**config.mk**
```make
export PLATFORM = sky130hd
export DESIGN_NAME = spi_port
export DESIGN_NICKNAME = d
export VERILOG_FILES = /design/src/rtl/spi_port.sv
export SDC_FILE = /design/constraint.sdc
export NUM_CORES = 1
export LEC_CHECK = 0
export ABC_CLOCK_PERIOD_IN_PS = 2200
export CAP_MARGIN = 15
export CORE_UTILIZATION = 36
export DETAILED_ROUTE_END_ITERATION = 7
export PLACE_DENSITY = 0.78
export SETUP_SLACK_MARGIN = 0.05
export SYNTH_ARGS = -nofsm -noshare
export SYNTH_HDL_FRONTEND = slang
export SYNTH_SLANG_ARGS = --single-unit
```
**constraint.sdc**
```tcl
create_clock -name clock -period 2.2 [get_ports clock]
set_input_delay 0.44 -clock clock [delete_from_list [all_inputs] [get_ports clock]]
set_output_delay 0.44 -clock clock [all_outputs]
set_load 0.02 [all_outputs]
```
**src/rtl/spi_port.sv**
```systemverilog
// spi_port: Z80 I/O front-end for the SD-card SPI shifter.
//
// Decodes a chip-select control port and an SPI data port on the low address
// byte. Holds the card chip-select register. Starts one shifter transfer per
// data-port access and returns the shifter's previous byte on data-port reads.
//
// Ports
//   clock, reset       system clock, asynchronous active-low reset
//   ne, pe             shifter negative / positive phase clock-enables
//   iorq, rd, wr, m1   Z80 bus strobes (all active-low)
//   a, di              Z80 low address byte and write data
//   do_o, oe           read data to the CPU; oe high while a data-port read decodes
//   wait_n             Z80 WAIT (active-low), low while an access is stalled
//   cs                 SD card chip select (active-low)
//   spi_io, spi_d      shifter start strobe and byte to load
//   spi_q              shifter byte (result of the previous transfer)
//   state_o            debug view of the FSM: 0 IDLE, 1 STALL, 2 ACCESS
//   busy_o             debug view of the busy counter
//
// Bus handshake: the CPU holds iorq/rd/wr for the whole access. A data-port
// access is accepted on a pe tick when the shifter is free. While it is not
// free the access parks in STALL with wait_n low. Acceptance raises spi_io
// exactly once. spi_io stays high until the bus cycle ends, so every access
// produces its own rising edge.
module spi_port #(
    parameter logic [7:0]  CTRL_PORT  = 8'hE7,
    parameter logic [7:0]  DATA_PORT  = 8'hEB,
    parameter int unsigned BUSY_TICKS = 18
) (
    input  logic       clock,
    input  logic       reset,
    input  logic       ne,
    input  logic       pe,
    input  logic       iorq,
    input  logic       rd,
    input  logic       wr,
    input  logic       m1,
    input  logic [7:0] a,
    input  logic [7:0] di,
    output logic [7:0] do_o,
    output logic       oe,
    output logic       wait_n,
    output logic       cs,
    output logic       spi_io,
    output logic [7:0] spi_d,
    input  logic [7:0] spi_q,
    output logic [1:0] state_o,
    output logic [4:0] busy_o
);

    typedef enum logic [1:0] {
        S_IDLE   = 2'd0,
        S_STALL  = 2'd1,
        S_ACCESS = 2'd2
    } state_t;

    state_t     state_q;
    logic       spi_io_q;
    logic [7:0] spi_d_q;
    logic [4:0] busy_q;
    logic       cs_q;

    logic       acc;
    logic       data_hit;
    logic       ctrl_hit;
    logic       data_rd;
    logic       start;
    logic [7:0] load_byte;

    // Interrupt acknowledge (m1 low) also drives iorq low and must not decode.
    always_comb begin
        acc       = !iorq && m1 && (!rd || !wr);
        data_hit  = acc && (a == DATA_PORT);
        ctrl_hit  = acc && (a == CTRL_PORT);
        data_rd   = data_hit && !rd;
        load_byte = !wr ? di : 8'hFF;
        // A transfer starts on the pe tick where a data access is pending in
        // IDLE or STALL and the shifter has drained.
        start     = pe && data_hit && (busy_q == 5'd0) &&
                    ((state_q == S_IDLE) || (state_q == S_STALL));
    end

    always_ff @(posedge clock or negedge reset) begin
        if (!reset) begin
            state_q  <= S_IDLE;
            spi_io_q <= 1'b0;
            spi_d_q  <= 8'hFF;
            busy_q   <= 5'd0;
            cs_q     <= 1'b1;
        end else begin
            // Chip select is independent of the transfer machinery.
            if (pe && ctrl_hit && !wr) begin
                cs_q <= di[0];
            end

            // Load wins over a coincident ne decrement.
            if (start) begin
                busy_q <= 5'(BUSY_TICKS);
            end else if (ne && (busy_q != 5'd0)) begin
                busy_q <= busy_q - 5'd1;
            end

            if (pe) begin
                case (state_q)
                    S_IDLE: begin
                        if (start) begin
                            spi_d_q  <= load_byte;
                            spi_io_q <= 1'b1;
                            state_q  <= S_ACCESS;
                        end else if (data_hit) begin
                            state_q  <= S_STALL;
                        end
                    end
                    S_STALL: begin
                        if (!acc) begin
                            // Bus cycle ended without WAIT holding it: drop it.
                            state_q  <= S_IDLE;
                        end else if (start) begin
                            spi_d_q  <= load_byte;
                            spi_io_q <= 1'b1;
                            state_q  <= S_ACCESS;
                        end
                    end
                    S_ACCESS: begin
                        if (!acc) begin
                            spi_io_q <= 1'b0;
                            state_q  <= S_IDLE;
                        end
                    end
                    default: begin
                        spi_io_q <= 1'b0;
                        state_q  <= S_IDLE;
                    end
                endcase
            end
        end
    end

    assign do_o    = data_rd ? spi_q : 8'h00;
    assign oe      = data_rd;
    assign wait_n  = (state_q != S_STALL);
    assign cs      = cs_q;
    assign spi_io  = spi_io_q;
    assign spi_d   = spi_d_q;
    assign state_o = state_q;
    assign busy_o  = busy_q;

endmodule

```
==> out/qor.txt <==
initial antenna violation count -> 0
Layout Nets -> 203
final slew viol count -> 0
WS Path Type -> input port to output port
worst-margin pin slew -> 0.4036 ns
Net Switching -> 0.3326 mW
Worst Setup Start Kind -> input port
H-Tree Depth -> 1
Yosys warnings -> 0
overall routed net length -> 2.701 mm
Max Fanout on Critical Path -> 5
sw frac -> 33.60%
max_cap viols -> 0
largest net degree at the start of global routing -> 18
Num CTS Buffers -> 3
sequential element share of the synthesized area -> 45.44%
Post-CTS Hold Fix Bufs -> 0
combinational fraction of design power -> 40.8%
sequential power share -> 42.5%
crit path from -> a[3]
global route overflow -> 0
r2r startpoint -> busy_o[0]$_DFFE_PN0P_
DR WL/cell -> 13.64 um
die height -> 53.67 um
Syn Area/Cell -> 9.906 um2
Final Hold Violating Endpoints -> 0
Core Region -> 2500 um2
Max Fclk -> 0.4600 GHz
Synth Instances -> 97
status -> finished clean
Clock Latency Late Sink -> 0.29 ns
via count -> 968
Detail Placement HPWL -> 1.905 mm
drt first-iter violations -> 13
GRT Total Usage -> 18.84%
placed cell count -> 188
prevailing post-synth register cell -> dfstp_2
syn_nets -> 131
I/O Pins -> 59
Worst Skew -> 0.007590 ns
clock power share -> 16.7%
CTS sink count -> 17
internal power -> 0.6573 mW
Die W -> 53.67 um
diode count -> 0
crit end category -> output port
Post-synth ARST share -> 100.0%
pwr/cell area -> 571.3 nW/um2
Max-Slew Margin vs Limit -> 72.72%
worst hold slack -> 0.4660 ns
Routed Antenna Nets -> 0
die area -> 2880 um2
static leakage -> 0.8734 nW
Required @ worst endpoint -> 1.76 ns
Critical Path AT -> 1.73 ns
ranking of synthesized cells by area -> dfstp_2 (25%), dfrtp_1 (21%), mux2i_1 (8.3%)
most area-hungry cell type in the Yosys netlist -> dfstp_2
Area Growth Syn to Fin -> 80.34%
Rows -> 18
Final period util -> 98.82%
Clock Tree Buf Depth -> 2
Routability Congestion -> 0.9000
Clock transition at path regs -> 0.10 ns
Yosys cell types -> 31
Post-synth EDFFs -> 0
Initial Util -> 38.44%
mapped cell area -> 960.9 um2
Synth Register Bits -> 17
share of cells above drive strength 1 -> 28.57%
CTS root buffer -> clkbuf_4
IO Port Bufs -> 58
number of global-route vias before repair -> 985
Yosys top cell area share -> 24.61%
number of remaining DRC errors -> 0
fin crit period -> 2.174 ns
Pre-antenna DRT Iters -> 4
final non-filler cell total -> 198
endpoints failing setup -> 0
Peak VDD IR -> 0.0005308 V
Worst Hold Class -> input port to asynchronous set/reset pin
Vias per Instance -> 4.889
first-pass GRT wire length -> 3.891 mm
CTS tree -> built
## area by class of cell
cell class / instances / area [um2]
clock buffers: 4 / 26.28
fillers: 195 / 767.0
inverters: 11 / 41.29
multi-input cells: 67 / 508.0
flip-flops and latches: 17 / 436.7
well taps: 30 / 37.54
repair buffers: 69 / 683.2
## registers in the layout, indices dropped and copies added, names as in the netlist
register and count:
busy_o 5, cs 1, spi_d 8, spi_io 1, state_o 2
## cells in the final DEF, fill, tap and decap left out, types with 2 or more instances in the layout
cell / n
dlymetal6s2s_1: 8
buf_6: 5
nand4_1: 2
and4b_2: 2
nand2_1: 3
dfrtp_1: 8
ha_1: 2
xnor2_1: 2
and2_1: 3
nand2b_1: 4
and2_4: 6
dfstp_2: 9
buf_4: 14
nand3_1: 3
xor2_1: 2
clkbuf_4: 3
nor2_1: 12
mux2i_1: 8
inv_1: 11
clkdlybuf4s50_1: 41
## synthesized netlist by cell type, drive strengths merged (2+ instances only)
| library cell | instances |
|---|---|
| dfrtp | 8 |
| inv | 11 |
| clkbuf | 2 |
| xor2 | 2 |
| nand2 | 3 |
| dfstp | 9 |
| nand2b | 5 |
| mux2i | 8 |
| nand4 | 2 |
| xnor2 | 2 |
| nor2 | 14 |
| and2 | 9 |
| ha | 2 |
| nand3 | 3 |
## metrics by stage
stage / utilization (%) / power, mW / setup WS [ns] / TNS (ns) / cell area [um2]
after floorplan: - / 0.6225 / 0.1380 / 0 / 962.2
after global placement: 63.86 / 0.8067 / -0.4660 / -4.061 / 1597
after detailed placement: 63.86 / 0.8223 / -0.5149 / -4.411 / 1597
after CTS: 66.57 / 0.9946 / 0.04034 / 0 / 1664
after global routing: 69.32 / 1.061 / -0.006796 / -0.006796 / 1733
final: 69.32 / 0.9900 / 0.02588 / 0 / 1733
## critical path: stages
cell and delay, ns:
clkdlybuf4s50_1 0.51, nor2b_4 0.19, and4b_2 0.31, and2_4 0.17, buf_6 0.11
## worst paths after layout
| check | end | slack [ns] | depth (start not counted) |
|---|---|---|---|
| worst max-delay path | do_o[3] | 0.03 | 5 |
| worst min-delay path | busy_o[0]$_DFFE_PN0P_ | 0.47 | 2 |
| worst max register to register | spi_d[6]$_DFFE_PN1P_ | 0.20 | 6 |
| worst min register to register | spi_d[4]$_DFFE_PN1P_ | 0.47 | 2 |
| max in group asynchronous | cs$_DFFE_PN1P_ | 1.48 | 2 |
| min in group clock | spi_d[4]$_DFFE_PN1P_ | 0.47 | 2 |
## power by group through the flow
stage	Clock [mW]	Sequential, mW	Combinational [mW]
2_1_floorplan	0	0.477	0.146
3_3_place_gp	0	0.423	0.384
3_5_place_dp	0	0.428	0.395
4_1_cts	0.168	0.422	0.404
5_1_grt	0.185	0.431	0.446
6_report	0.165	0.421	0.404
## per-layer routing
metal / part of all wire (%) / track usage (%)
met5: 0 / 0
met4: 0.56 / 6.579
met3: 8.7 / 5.085
met2: 54 / 34.57
met1: 37 / 20.46
## repair_timing
action | in CTS | in global routing
setup endpoints to repair | 9 | 9
pin swaps | 1 | 7
setup buffers | 3 | 2
gates resized for setup | 52 | 18
gates cloned | 1 | 0
## cell families after synthesis
group	count (synthesis)	share of synthesized area [%]
buffers and inverters	14	7.162
multiplexers	9	9.505
flip-flops	17	45.44
XOR/XNOR	4	3.646
AND/OR/NAND/NOR	46	27.60
adder cells (fa/ha/maj)	2	2.604
AO/OA/AOI/OAI	5	4.037
Note: power is estimated with default switching activity, not from simulation.
